--- config.mk ---
export PLATFORM = sky130hd
export DESIGN_NAME = prach_lane_serializer
export DESIGN_NICKNAME = d
export VERILOG_FILES = /design/src/rtl/prach_pkg.sv /design/src/rtl/prach_sync_fifo.sv /design/src/rtl/prach_lane_serializer.sv
export SDC_FILE = /design/constraint.sdc
export NUM_CORES = 1
export LEC_CHECK = 0
export CORE_MARGIN = 4
export CORE_UTILIZATION = 25
export DETAILED_ROUTE_END_ITERATION = 8
export GPL_TIMING_DRIVEN = 0
export SYNTH_ARGS = -nofsm -noshare
export SYNTH_HDL_FRONTEND = slang
export SYNTH_SLANG_ARGS = --single-unit
--- constraint.sdc ---
create_clock -name clk -period 11.7 [get_ports clk]
set_input_delay 2.34 -clock clk [delete_from_list [all_inputs] [get_ports clk]]
set_output_delay 2.34 -clock clk [all_outputs]
set_load 0.03 [all_outputs]
--- src/rtl/prach_pkg.sv ---
// Shared widths, pair record and serializer state encoding for the PRACH lane serializer.
package prach_pkg;

    localparam int PRACH_DW = 16;
    localparam int PRACH_CW = 8;

    typedef struct packed {
        logic [PRACH_CW-1:0] chn;
        logic [PRACH_DW-1:0] dp1;
        logic [PRACH_DW-1:0] dp2;
    } prach_pair_t;

    typedef enum logic [1:0] {
        ST_IDLE  = 2'd0,
        ST_LANE2 = 2'd1,
        ST_LANE1 = 2'd2
    } ser_state_t;

endpackage

--- src/rtl/prach_sync_fifo.sv ---
// First-word-fall-through FIFO with synchronous clear; a push coincident with clear lands in the emptied FIFO.
module prach_sync_fifo #(
    parameter int DEPTH = 16,
    parameter int W     = 40
) (
    input  logic                     clk,
    input  logic                     rst_n,
    input  logic                     clr_i,
    input  logic                     push_i,
    input  logic                     pop_i,
    input  logic [W-1:0]             wdata_i,
    output logic [W-1:0]             rdata_o,
    output logic [$clog2(DEPTH):0]   count_o,
    output logic                     empty_o,
    output logic                     full_o
);
    localparam int AW = $clog2(DEPTH);
    localparam logic [AW:0] PTR_ONE = {{AW{1'b0}}, 1'b1};

    logic [W-1:0]  mem_q [DEPTH];
    logic [AW:0]   wr_q, rd_q, wr_d, rd_d;
    logic [AW-1:0] waddr;

    always_comb begin
        wr_d = wr_q;
        rd_d = rd_q;
        if (clr_i) begin
            rd_d = '0;
            wr_d = {{AW{1'b0}}, push_i};
        end else begin
            if (push_i) wr_d = wr_q + PTR_ONE;
            if (pop_i)  rd_d = rd_q + PTR_ONE;
        end
    end

    assign waddr = clr_i ? '0 : wr_q[AW-1:0];

    always_ff @(posedge clk or negedge rst_n) begin
        if (!rst_n) begin
            wr_q <= '0;
            rd_q <= '0;
        end else begin
            wr_q <= wr_d;
            rd_q <= rd_d;
        end
    end

    always_ff @(posedge clk) begin
        if (push_i) mem_q[waddr] <= wdata_i;
    end

    assign rdata_o = mem_q[rd_q[AW-1:0]];
    assign count_o = wr_q - rd_q;
    assign empty_o = (wr_q == rd_q);
    // Extra pointer MSB distinguishes full from empty when the index bits match.
    assign full_o  = (wr_q[AW] != rd_q[AW]) && (wr_q[AW-1:0] == rd_q[AW-1:0]);

endmodule

--- src/rtl/prach_lane_serializer.sv ---
// Buffers {chn, dp1, dp2} pairs and emits them as a single sample stream, dp1 then dp2 on consecutive cycles.
// state | meaning
// IDLE  | no half in flight; load dp1 of head entry when FIFO non-empty
// LANE2 | dp1 of head just emitted; emit dp2 and pop the entry
// LANE1 | dp2 just emitted and another entry waits; emit its dp1
module prach_lane_serializer
    import prach_pkg::*;
#(
    parameter int DEPTH = 16,
    parameter int DW    = PRACH_DW,
    parameter int CW    = PRACH_CW
) (
    input  logic                   clk,
    input  logic                   rst_n,
    input  logic [DW-1:0]          din_dp1,
    input  logic [DW-1:0]          din_dp2,
    input  logic                   din_dv,
    input  logic [CW-1:0]          din_chn,
    input  logic                   sync_in,
    output logic [DW-1:0]          dout_d,
    output logic                   dout_dv,
    output logic [CW-1:0]          dout_chn,
    output logic                   dout_lane,
    output logic                   sync_out,
    output logic                   overflow,
    output logic [$clog2(DEPTH):0] fill
);
    localparam int AW = $clog2(DEPTH);

    typedef struct packed {
        logic [CW-1:0] chn;
        logic [DW-1:0] dp1;
        logic [DW-1:0] dp2;
    } pair_t;

    localparam int PW = $bits(pair_t);
    localparam logic [AW:0] CNT_ONE = {{AW{1'b0}}, 1'b1};

    pair_t         wpair, rpair;
    logic [PW-1:0] rdata;
    logic [AW:0]   count;
    logic          empty, full;
    logic          pop_d, push_d, drop_d, more_d;

    ser_state_t    state_q;
    logic [DW-1:0] dout_d_q;
    logic [CW-1:0] dout_chn_q;
    logic          dout_dv_q, dout_lane_q, sync_out_q, overflow_q;

    assign wpair  = '{chn: din_chn, dp1: din_dp1, dp2: din_dp2};
    assign rpair  = rdata;
    assign pop_d  = (state_q == ST_LANE2) && !sync_in;
    // A full FIFO still accepts when the head leaves this edge, and always after a clear.
    assign push_d = din_dv && (sync_in || !full || pop_d);
    assign drop_d = din_dv && !push_d;
    assign more_d = push_d || (count != CNT_ONE);

    prach_sync_fifo #(.DEPTH(DEPTH), .W(PW)) u_fifo (
        .clk     (clk),
        .rst_n   (rst_n),
        .clr_i   (sync_in),
        .push_i  (push_d),
        .pop_i   (pop_d),
        .wdata_i (wpair),
        .rdata_o (rdata),
        .count_o (count),
        .empty_o (empty),
        .full_o  (full)
    );

    always_ff @(posedge clk or negedge rst_n) begin
        if (!rst_n) begin
            state_q     <= ST_IDLE;
            dout_d_q    <= '0;
            dout_chn_q  <= '0;
            dout_dv_q   <= 1'b0;
            dout_lane_q <= 1'b0;
            sync_out_q  <= 1'b0;
            overflow_q  <= 1'b0;
        end else begin
            sync_out_q <= sync_in;
            if (sync_in) begin
                state_q    <= ST_IDLE;
                dout_dv_q  <= 1'b0;
                overflow_q <= 1'b0;
            end else begin
                if (drop_d) overflow_q <= 1'b1;
                case (state_q)
                    ST_IDLE, ST_LANE1: begin
                        if (!empty) begin
                            dout_d_q    <= rpair.dp1;
                            dout_chn_q  <= rpair.chn;
                            dout_lane_q <= 1'b0;
                            dout_dv_q   <= 1'b1;
                            state_q     <= ST_LANE2;
                        end else begin
                            dout_dv_q <= 1'b0;
                            state_q   <= ST_IDLE;
                        end
                    end
                    ST_LANE2: begin
                        dout_d_q    <= rpair.dp2;
                        dout_chn_q  <= rpair.chn;
                        dout_lane_q <= 1'b1;
                        dout_dv_q   <= 1'b1;
                        state_q     <= more_d ? ST_LANE1 : ST_IDLE;
                    end
                    default: begin
                        dout_dv_q <= 1'b0;
                        state_q   <= ST_IDLE;
                    end
                endcase
            end
        end
    end

    assign dout_d    = dout_d_q;
    assign dout_chn  = dout_chn_q;
    assign dout_dv   = dout_dv_q;
    assign dout_lane = dout_lane_q;
    assign sync_out  = sync_out_q;
    assign overflow  = overflow_q;
    assign fill      = count;

endmodule

# Word-level counts from Yosys, hierarchy flattened
# Memories as Yosys holds them, arrays and structs flattened.
# Cells that the tools add are included.
# classes
n_reduce_logical	17
eq_ne	7
n_mux	22
addsub	3
bitwise_logic	1
# op_table
cell	count
$pmux W16 S2	1
$mux W5	4
$mux W16	1
$pmux W8 S2	1
$add A5 B1 Y5 const B	2
$mux W1	8
$mux W8	1
$reduce_bool A2 Y1	4
$eq A5 B5 Y1	1
$ne A5 B1 Y1 const B	1
$sub A5 B5 Y5	1
$eq A4 B4 Y1	1
$logic_and A1 B1 Y1	4
$mux W2	2
$mux W4	1
$pmux W1 S2	2
$pmux W2 S2	1
$logic_not A1 Y1	3
$logic_or A1 B1 Y1	3
$reduce_and A3 Y1	1
$eq A2 B1 Y1 const B	1
$eq A2 B2 Y1 const B	1
$logic_not A2 Y1	1
$ne A2 B2 Y1 const B	1
other kinds (3)	3
# word_totals
mem_bits_rw	640
regBits	40
n_memories	1
# mem_list
memory	depth	word_bits	read_ports	rd_clocked_by_memory_dff	wr	line_no	rtl
u_fifo.mem_q	16	40	1	0	1	prach_sync_fifo.sv:20	logic [W-1:0] mem_q [DEPTH];

# Logic depth before layout (Yosys ltp)
# logic_depth
depth_word	10
depth_mapped	13
ltp_nobuf	9

# Hierarchy
# Synthesis repeated with hierarchy kept, for this count alone.
# unflattened
hier_cells	1244
hier_area_um2	26565.5
# by_module_without_submodules
module	area_each_um2	n_inst	cells_each	seq_area_each_um2
prach_sync_fifo	25080.3	1	1156	19468.7
prach_lane_serializer	1485.2	1	88	750.7

# Worst setup path before layout
# OpenSTA, ideal clock, no wires.
# synth_timing
kind	input to register
startpoint	input port sync_in
endpoint	memory u_fifo.mem_q[12][0] (enable)
n_path_buf	1
arrival_ns	5.869
setup_time_ns	0.487
stages	5
setup_slack_ns	5.345
path_cell_list	clkbuf_1 > o41ai_2 > nor2_1 > nand3_1 > nor3_1
# synth_between
elab_chain_len	6
# synth_lines
element	line_no	rtl
start: declaration	prach_lane_serializer.sv:19	input logic sync_in,
$logic_not A1 Y1	prach_lane_serializer.sv:52	assign pop_d = (state_q == ST_LANE2) && !sync_in;
$logic_and A1 B1 Y1	prach_lane_serializer.sv:52	
$logic_or A1 B1 Y1	prach_lane_serializer.sv:54	assign push_d = din_dv && (sync_in || !full || pop_d);
$logic_and A1 B1 Y1	prach_lane_serializer.sv:54	
$mux W1	prach_sync_fifo.sv:49	if (push_i) mem_q[waddr] <= wdata_i;
$mux W1 (implied by the code)	prach_sync_fifo.sv:49	
end: declaration	prach_sync_fifo.sv:20	
# Parallel ways exist; a longest one is shown, timed or not.

# Final worst setup path
# layout_timing
startpoint	register u_fifo.rd_q[2]
endpoint	output port fill[4]
# layout_between
elab_chain_len	1
# layout_lines
element	line_no	rtl
start: declaration	prach_sync_fifo.sv:21	logic [AW:0] wr_q, rd_q, wr_d, rd_d;
start signal: assignment	prach_sync_fifo.sv:44	rd_q <= rd_d;
$sub A5 B5 Y5	prach_sync_fifo.sv:53	assign count_o = wr_q - rd_q;
end: declaration	prach_lane_serializer.sv:26	output logic [$clog2(DEPTH):0] fill
# No other way between the ends.

==> results.sh <==
export IMPL_run_status="completed"
export IMPL_synth_flop_cell="edfxtp_1"
export IMPL_drt_vias_per_instance=4.584
export IMPL_ys_warn_count=0
export IMPL_antenna_found_initial=6
export IMPL_clock_sinks=680
export IMPL_tightest_slew_ns=1.078
export IMPL_hold_violations=0
export IMPL_portBuffers=76
export IMPL_synthMuxAreaShare_pct=13.96
export IMPL_wl_per_cell_um=22.91
export IMPL_post_cts_buffers=0
export IMPL_syn_avg_cell_area_um2=20.31
export IMPL_cts_max_level=3
export IMPL_crit_chain="inv_1, clkbuf_1, clkbuf_1, ha_1, a21o_1, a21oi_1, xnor2_1, clkdlybuf4s50_1"
export IMPL_overflow=0
export IMPL_cts_buffers=69
export IMPL_setup_viol=0
export IMPL_drt_initial_drc_count=1351
export IMPL_clock_latency_ns=0.61
export IMPL_cts_tree="built"
export IMPL_fmax_mhz=144.8
export IMPL_worst_path_max_delay_cell="clkbuf_1"
export IMPL_startpoint="u_fifo.rd_q[2]$_DFFE_PN0P_"
export IMPL_synth_seq_area_share_pct=77.54
export IMPL_drive_gt1_share_pct=21.00
export IMPL_synth_fa_ha_area_share_pct=0.3647
export IMPL_slowest_delay_ns=0.82
export IMPL_fin_setup_tns_ns=0
export IMPL_antenna_left=0
export IMPL_clock_skew_ns=0.02077
export IMPL_cts_root_buf="clkbuf_16"
export IMPL_crit_path_max_fanout=10
export IMPL_syn_cell_area_um2=26080
export IMPL_fp_dieW_um=331.0
export IMPL_grt_pass1_wl_um=96540
export IMPL_synth_simple_gate_area_share_pct=3.263
export IMPL_coreArea_um2=103500
export IMPL_row_count=118
export IMPL_slew_limit_headroom_pct=28.13
export IMPL_leakagePower_uw=0.009768
export IMPL_endpoint="fill[4]"
export IMPL_slew_viol_final=0
export IMPL_synthArstFlopShare_pct=5.882
export IMPL_startpoint_type="flop"
export IMPL_synthesis_nets=1335
export IMPL_grt_usage_pct=12.11
export IMPL_synth_top_family_by_area="multiplexers"
export IMPL_p_total_uw=6055
export IMPL_grt_max_degree=25
export IMPL_worstSetupPathType="reg -> out"
export IMPL_hpwl_um=44660
export IMPL_critPathMostFrequentCell="clkbuf_1"
export IMPL_hp_class="reg -> reg"
export IMPL_synth_xor_xnor_area_share_pct=0.4367
export IMPL_synth_cell_types=40
export IMPL_wirelength_um=66480
export IMPL_r2r_end="u_fifo.mem_q[15][7]$_DFFE_PP_"
export IMPL_path_clk_slew_ns=0.07
export IMPL_vdd_ir_drop_max_mv=0.1095
export IMPL_arrival_ns=4.57
export IMPL_start_util_pct=25.19
export IMPL_dieArea_um2=109500
export IMPL_synth_seq_cells=680
export IMPL_fin_crit_sh_pct=59.03
export IMPL_powerDensity_nw_per_um2=193.0
export IMPL_worstPathRequired_ns=9.36
export IMPL_firstDrtPassIters=5
export IMPL_nets=1516
export IMPL_vias=13300
export IMPL_synth_edff_count=640
export IMPL_clockBufferDepth=3
export IMPL_reg2reg_from="u_fifo.rd_q[2]$_DFFE_PN0P_"
export IMPL_drcViolationCount=0
export IMPL_syn2layout_area_growth_pct=20.31
export IMPL_r2r_cells=10
export IMPL_routabilityCongestion=0.7821
export IMPL_hold_buffers=0
export IMPL_synth_compound_area_share_pct=3.033
export IMPL_fp_dieH_um=331.0
export IMPL_end_kind="output port"
export IMPL_fin_crit_ns=6.907
export IMPL_ios=77
export IMPL_worst_r2r_setup_slack_ns=6.58
export IMPL_max_cap_violations=0
export IMPL_grt_pass1_vias=13680
export IMPL_cts_resized_gates=0
export IMPL_netlist_instances=1284
export IMPL_grt_setup_unrepaired="false"
## registers in the layout (all words and copies together) (netlist names)
name / count
u_fifo.mem_q: 640
dout_d: 16
dout_chn: 8
u_fifo.rd_q: 5
u_fifo.wr_q: 5
state_q: 2
dout_dv: 1
dout_lane: 1
overflow: 1
sync_out: 1
## metrics by stage
step | utilization (%) | hold slack, ns | setup WS (ns) | std cells | instance area (µm²)
4_1_cts | 30.30 | 0.4982 | 4.703 | 2899 | 31360
6_report | 30.31 | 0.4900 | 4.793 | 2902 | 31370
2_1_floorplan | - | 0.5585 | 5.345 | 1284 | 26080
5_1_grt | 30.30 | 0.5206 | 4.666 | 2899 | 31360
3_3_place_gp | 27.60 | 0.4788 | 1.212 | 2740 | 28560
3_5_place_dp | 28.25 | 0.4843 | 5.435 | 2774 | 29230
## layer usage
metal / GRT usage [%] / wire length, µm / vias to the layer above
met5: 0 / 25 / -
met4: 3.077 / 1473 / 4
met3: 3.094 / 5410 / 97
met2: 19.90 / 32310 / 518
met1: 16.09 / 27260 / 7062
li1: - / - / 5621
## layout make-up
type,count,area [µm²]
clock buffers,98,1959
diodes,3,7.507
inverters,8,30.03
clock inverters,27,171.4
fillers,9916,72130
well taps,1380,1727
multi-input cells,530,5604
repair buffers,110,1319
flip-flops and latches,680,20220
plain buffers,66,334.1
## report_power, final
part           total (µW)  internal (µW)  switching [µW]
sequential           2810           2740            67.6
clock                2090           1190             897
combinational        1160            512             646
## cell usage after synthesis, types with 2 or more instances
library cell | count | area share, %
buf_2 | 15 | 0.29
o211ai_1 | 16 | 0.46
nand2_1 | 141 | 2.0
nand3b_1 | 2 | 0.058
o21a_1 | 3 | 0.086
nand2b_1 | 2 | 0.048
a21o_1 | 2 | 0.058
a31oi_1 | 4 | 0.096
o21ai_1 | 6 | 0.12
a22oi_1 | 28 | 0.81
buf_4 | 12 | 0.35
nand4_1 | 5 | 0.12
buf_6 | 3 | 0.13
o21ai_0 | 3 | 0.058
mux2i_1 | 42 | 1.6
nor3_1 | 6 | 0.12
inv_1 | 5 | 0.072
clkbuf_1 | 30 | 0.43
ha_1 | 6 | 0.29
nor2_1 | 33 | 0.48
nand3_1 | 14 | 0.27
dfrtp_1 | 40 | 3.8
nor2b_1 | 2 | 0.048
edfxtp_1 | 640 | 74
a21oi_1 | 37 | 0.71
inv_2 | 2 | 0.029
mux4_2 | 143 | 12
buf_1 | 6 | 0.086
xor2_1 | 6 | 0.20
a221oi_1 | 14 | 0.47
xnor2_1 | 7 | 0.24
## cells in the final DEF (no fill, tap or decap), drive strengths merged, types with 6 or more instances in the layout
master and instances:
edfxtp 640, a21oi 37, clkdlybuf4s50 75, nand2 141, inv 10, nor2 33, mux4 143, a221oi 14
a22oi 28, nor3 6, xnor2 7, mux2i 42, dfrtp 40, xor2 6, ha 6, buf 71
o21ai 9, clkinv 23, nand3 14, o211ai 16, clkbuf 128
## logic make-up after synthesis
logic type,Yosys count
xor gates and xnor gates,13
DFF,680
muxes,185
buffers and inverters,74
and+or+nand+nor,208
adders and majority gates,7
AOI/OAI and AO/OA,117
## critical path, delay by kind of cell, from the launching register on
family	cells	cell delay, ns
xor+xnor	1	0.18
flops	1	0.47
buf+inv	4	2.52
compound gates	2	0.36
fa+ha+maj	1	0.42
## worst min path at each step
stage                            startpoint                      end  slack, ns  cells past startpoint
floorplan              state_q[1]$_DFF_PN0_     state_q[1]$_DFF_PN0_       0.56                      2
global placement    dout_chn[1]$_DFFE_PN0P_  dout_chn[1]$_DFFE_PN0P_       0.48                      1
detailed placement  dout_chn[4]$_DFFE_PN0P_  dout_chn[4]$_DFFE_PN0P_       0.48                      1
CTS                 dout_chn[4]$_DFFE_PN0P_  dout_chn[4]$_DFFE_PN0P_       0.50                      1
global route        dout_chn[3]$_DFFE_PN0P_  dout_chn[3]$_DFFE_PN0P_       0.52                      1
finish              dout_chn[4]$_DFFE_PN0P_  dout_chn[4]$_DFFE_PN0P_       0.49                      1
Power figures use the tool's default switching activity.
==> RTL edit 1: new RTL, same flow settings <==
`DEPTH` is set to 16 in 2 places; all go to 32.
--- a/src/rtl/prach_sync_fifo.sv
+++ b/src/rtl/prach_sync_fifo.sv
@@ -1,5 +1,5 @@
 // First-word-fall-through FIFO with synchronous clear; a push coincident with clear lands in the emptied FIFO.
 module prach_sync_fifo #(
-    parameter int DEPTH = 16,
+    parameter int DEPTH = 32,
     parameter int W     = 40
 ) (
--- a/src/rtl/prach_lane_serializer.sv
+++ b/src/rtl/prach_lane_serializer.sv
@@ -7,5 +7,5 @@
     import prach_pkg::*;
 #(
-    parameter int DEPTH = 16,
+    parameter int DEPTH = 32,
     parameter int DW    = PRACH_DW,
     parameter int CW    = PRACH_CW
Interface: changed (resized fill); port bits go from 77 to 78. The function was not compared with the original's and may differ.
==> RTL edit 1 against the unedited design <==
Worst setup slack lost 610 ps; clock power grew 100%; critical path depth increased by 3; routed wire length increased by 100%; die area is 91% higher; design area rose by 92%; synthesized area is 94% higher; total power increased by 89%; clock skew up 15 ps; synthesized cell count is 84% higher; sequential cell count rose by 642.
==> RTL edit 1: results (changes against the unedited design) <==
** Global routing
- The first-pass GRT wire length came to 193000 µm (was 96500 µm).
- Number of global-route vias before repair :: 25500 (was 13700)
- The total global-route track usage was 12.8% (was 12.1%).
- Initial antenna violation count :: 8 (was 6)
- Maximum number of pins on one net before global-route repair :: 33 (was 25)

** Critical path
- Crit Reg-Reg Startpoint :: u_fifo.rd_q[2]$_DFFE_PN0P_ (unchanged)
- The cell type of the slowest stage on the worst timing path was sky130_fd_sc_hd__clkbuf_1 (unchanged).
- Slowest Stage Delay on Critical Path :: 900 ps (was 820 ps)

** Placement
- The placer congestion estimate was 0.794 (was 0.782).
- The total of buffers placed on input and output ports is 77 (was 76).
- HPWL after DPL :: 90400 µm (was 44700 µm)
- The worst setup slack before clock tree synthesis came to 5030 ps (was 5440 ps).

** Route
- Number of optimization iterations in the first detailed-route pass :: 6 (was 5)
- Vias per inst :: 4.69 (was 4.58)
- The DRC marker count from the first detailed-route iteration was 2862 (was 1351).
- The mean routed wirelength per cell was 25.2 µm (was 22.9 µm).

** Clock network
- TritonCTS Buffers :: 133 (was 69)
- The worst-skew pair later-pin latency is 770 ps (was 610 ps).
- The H-tree depth reported by CTS came to 4 (was 3).

** Synth
- Share of flip-flops with an asynchronous set or reset :: 3.18% (was 5.88%)
- Biggest area contributors in the synthesized netlist: sky130_fd_sc_hd__edfxtp_1, sky130_fd_sc_hd__mux4_2, sky130_fd_sc_hd__mux2i_1 (was sky130_fd_sc_hd__edfxtp_1, sky130_fd_sc_hd__mux4_2, sky130_fd_sc_hd__dfrtp_1).
- The distinct cell type count of the synthesized netlist is 46 (was 40).
- XOR/XNOR share of the synthesized area :: 0.240% (was 0.437%)
- The sequential cell area fraction in the yosys report is 78.0% (was 77.5%).
- The number of flops mapped to enable cells by yosys was 1280 (was 640).
- The post-synthesis share of cell area spent on full adders, half adders and majority gates is 0.213% (was 0.365%).
- Commonest cells in the netlist: sky130_fd_sc_hd__edfxtp_1, sky130_fd_sc_hd__mux4_2, sky130_fd_sc_hd__mux2i_1, sky130_fd_sc_hd__nand2_1, sky130_fd_sc_hd__o21ai_0 (was sky130_fd_sc_hd__edfxtp_1, sky130_fd_sc_hd__mux4_2, sky130_fd_sc_hd__nand2_1, sky130_fd_sc_hd__mux2i_1, sky130_fd_sc_hd__dfrtp_1).
- Synthesized-area fraction occupied by ao, oa, aoi and oai cells :: 3.37% (was 3.03%)
- The post-synthesis net count was 2420 (was 1335).

** Outcome
- Outcome :: complete, no violations (unchanged)

** Layout
- Max reg flops :: 1280 (was 640)
- The number of fillers in the final layout is 19200 (was 9916).
- Nets :: 2684 (was 1516)
- Share of post-route cells with drive strength above 1 :: 22.5% (was 21.0%)

** Worst hold path
- The worst min-delay path startpoint was dout_chn[4]$_DFFE_PN0P_ (unchanged).

** Pwr
- Leak pwr :: 18.3 nW (was 9.77 nW)
- IR drop worst, VDD :: 117 µV (was 110 µV)
RTL edit 1: cell count changes after synthesis, sizes merged, moves of 25 or more:
cell / before / now
edfxtp: 640 / 1280
o21ai: 9 / 66
nand2: 141 / 66
clkbuf: 30 / 63
mux4: 143 / 260
a22oi: 28 / 3
buf: 36 / 66
mux2i: 42 / 169
o221ai: 0 / 45
o22ai: 0 / 28
nor2: 33 / 59
RTL edit 1: critical path, delay by kind of cell, from the launching register on:
| family | cells | cell delay, ps |
|---|---|---|
| AO/OA/AOI/OAI | 4 | 640 |
| buffers and inverters | 5 | 2810 |
| AND/OR/NAND/NOR | 1 | 160 |
| adder cells (fa/ha/maj) | 1 | 430 |
| flip-flops | 1 | 360 |
RTL edit 1: final timing paths:
check	cells after the start	endpoint	slack [ps]
setup / recovery	11	fill[5]	4190
max in group asynchronous	2	dout_d[6]$_DFFE_PN0P_	9650
setup reg to reg	12	u_fifo.mem_q[15][24]$_DFFE_PP_	5810
hold reg to reg	2	dout_chn[4]$_DFFE_PN0P_	480
min in group asynchronous	1	u_fifo.wr_q[1]$_DFFE_PN0P_	1490
hold / removal	2	dout_chn[4]$_DFFE_PN0P_	480
RTL edit 1: power breakdown:
group | internal (W) | switching [W]
Combinational | 0.000829 | 0.00108
Sequential | 0.00527 | 0.0000729
Clock | 0.00235 | 0.00181
RTL edit 1: per-stage QoR:
stage          cell area, µm²  instances
2_1_floorplan           50600       2368
3_3_place_gp            54700       5101
3_5_place_dp            56000       5152
4_1_cts                 60200       5392
5_1_grt                 60300       5393
6_report                60300       5395
RTL edit 1: area by class of cell:
| cell class | count | area (µm²) | area share (%) |
|---|---|---|---|
| clock inverters | 72 | 698 | 1.16 |
| repair buffers | 129 | 1810 | 3.00 |
| flip-flops and latches | 1322 | 39500 | 65.5 |
| multi-input cells | 906 | 10800 | 17.9 |
| diodes | 2 | 5.00 | 0.00831 |
| plain buffers | 129 | 574 | 0.953 |
| inverters | 11 | 41.3 | 0.0685 |
| clock buffers | 168 | 3550 | 5.90 |
| well taps | 2656 | 3320 | 5.52 |
RTL edit 1: logic make-up after synthesis:
kind of cell / Yosys count
AOI/OAI and AO/OA: 258
xor gates and xnor gates: 13
adders and majority gates: 8
buffers and inverters: 140
DFF: 1322
muxes: 453
and+or+nand+nor: 174
RTL edit 1: routing by layer:
layer / global-route usage (%) / vias to the layer above / wire length [µm]
li1: - / 10500 / -
met1: 16.4 / 13500 / 54100
met2: 21.5 / 1044 / 68100
met3: 2.48 / 226 / 9490
met4: 4.47 / 4 / 4370
met5: 0 / - / 21
==> RTL edit 2: new RTL, config.mk and constraints unchanged <==
Without the edit above. Put a register stage on the output `fill`, with the module's reset. The value now appears one clock later. The other outputs are not delayed to match.
--- a/src/rtl/prach_lane_serializer.sv
+++ b/src/rtl/prach_lane_serializer.sv
@@ -121,5 +121,11 @@
     assign sync_out  = sync_out_q;
     assign overflow  = overflow_q;
-    assign fill      = count;
+    always_ff @(posedge clk or negedge rst_n) begin
+        if (!rst_n) begin
+            fill <= '0;
+        end else begin
+            fill <= count;
+        end
+    end
 
 endmodule
Behaviour: not the same (a bounded check fails within 4 cycles, from zero or initial values and one cycle with rst_n low).
==> RTL edit 2 against the unedited design <==
Routed wire length rose by 0.41%; sequential cell count rose by 5; global-route usage rose by 0.083 points; hold slack got worse by 12 ps; register-to-register slack improved by 330 ps; total power rose by 2.8%; design area rose by 1.1%; clock skew fell by 0.61 ps; synthesized area fell by 0.15%; maximum frequency rose by 40%; worst setup slack improved by 2000 ps.
==> RTL edit 2: results (changes against the unedited design) <==
** Worst hold path
- Worst min-delay path endpoint :: dout_chn[3]$_DFFE_PN0P_ (was dout_chn[4]$_DFFE_PN0P_)

** Critical path
- The critical path launch point is sync_in (was u_fifo.rd_q[2]$_DFFE_PN0P_).
- The delay of the slowest critical-path stage came to 840 ps (was 820 ps).
- CP Capture Point :: u_fifo.mem_q[2][23]$_DFFE_PP_ (was fill[4])
- Worst reg-to-reg setup slack :: 6910 ps (was 6580 ps)
- Maximum fanout along the worst path :: 23 (was 10)
- Crit Reg-Reg Startpoint :: u_fifo.rd_q[1]$_DFFE_PN0P_ (was u_fifo.rd_q[2]$_DFFE_PN0P_)
- Crit-path leading delay family :: simple AND/OR/NAND/NOR gates (was buffers and inverters)
- The endpoint of the worst-slack reg-to-reg timing path was u_fifo.mem_q[6][20]$_DFFE_PP_ (was u_fifo.mem_q[15][7]$_DFFE_PP_).

** Layout
- The total number of sequential cells is 685 (was 680).
- Sequential cell area in the final layout :: 20300 µm² (was 20200 µm²)
- The final-stage net count is 1439 (was 1516).
- The portion of the layout cell area used by non-clock buffers came to 5.48% (was 5.27%).
- The total of plain and repair buffers excluding clock buffers came to 170 (was 176).
- The multi-input gate share of total cell area came to 17.3% (was 17.9%).
- The multi-input combinational gate total came to 452 (was 530).
- Number of diodes added for antenna fixing :: 2 (was 3)
- The clock buffer and inverter area fraction after layout came to 7.47% (was 6.79%).

** Route
- Final WL :: 66800 µm (was 66500 µm)
- Detailed router's first-iteration violation count :: 1720 (was 1351)
- Total vias in the final route :: 13100 (was 13300)

** Pwr
- Relative contribution of the clock network to total power :: 36.6% (was 34.5%)
- Fraction of power consumed by combinational cells :: 17.9% (was 19.1%)
- The highest ir drop seen on vdd was 102 µV (was 110 µV).
- The leakage power came to 10.0 nW (was 9.77 nW).
- The fraction of power spent switching nets was 26.2% (was 26.6%).

** Synth
- The distinct cell type count of the synthesized netlist is 42 (was 40).
- The post-synthesis area per instance is 21.7 µm² (was 20.3 µm²).
- Share of flip-flops with an asynchronous set or reset :: 6.57% (was 5.88%)
- The multiplexer fraction of the synthesized cell area is 14.5% (was 14.0%).
- Biggest area contributors in the synthesized netlist: sky130_fd_sc_hd__edfxtp_1, sky130_fd_sc_hd__mux4_2, sky130_fd_sc_hd__dfrtp_1 (unchanged).
- The post-synthesis net count is 1253 (was 1335).
- The sequential cell area fraction in the yosys report came to 78.1% (was 77.5%).
- The synthesized-area fraction occupied by ao, oa, aoi and oai cells was 2.97% (was 3.03%).

** Global routing
- Global-route track usage on met2 :: 19.2% (was 19.9%)
- Tot GR Track Use :: 12.2% (was 12.1%)
- The met3 global-route usage is 3.85% (was 3.09%).

** STA
- The post-route clock skew was 20.2 ps (was 20.8 ps).

** Clock network
- The number of buffers created by CTS was 71 (was 69).

** Outcome
- Outcome :: complete, no violations (unchanged)
[RTL edit 2: cell count changes after synthesis, sizes merged, moves of 8 or more]
cell   before  now
a21oi      37   27
nand2     141   94
a21o        2   11
nand3      14    1
mux2i      42   17
mux4      143  160
o21ai       9    1
[RTL edit 2: stage by stage]
| step | cell area (µm²) | total power [W] | hold slack (ps) | setup WS (ps) |
|---|---|---|---|---|
| final | 31700 | 0.00622 | 478 | 6750 |
| after detailed placement | 29300 | 0.00401 | 472 | 6160 |
| after global routing | 31700 | 0.00646 | 494 | 6660 |
| after global placement | 28500 | 0.00399 | 466 | 1310 |
| after floorplan | 26000 | 0.00358 | 557 | 5430 |
| after CTS | 31700 | 0.00628 | 487 | 6790 |
[RTL edit 2: cell families after synthesis]
kind of cell / after synthesis
flip-flops: 685
multiplexers: 177
AND/OR/NAND/NOR: 149
AO/OA/AOI/OAI: 106
buffers and inverters: 65
XOR/XNOR: 13
adder cells (fa/ha/maj): 7
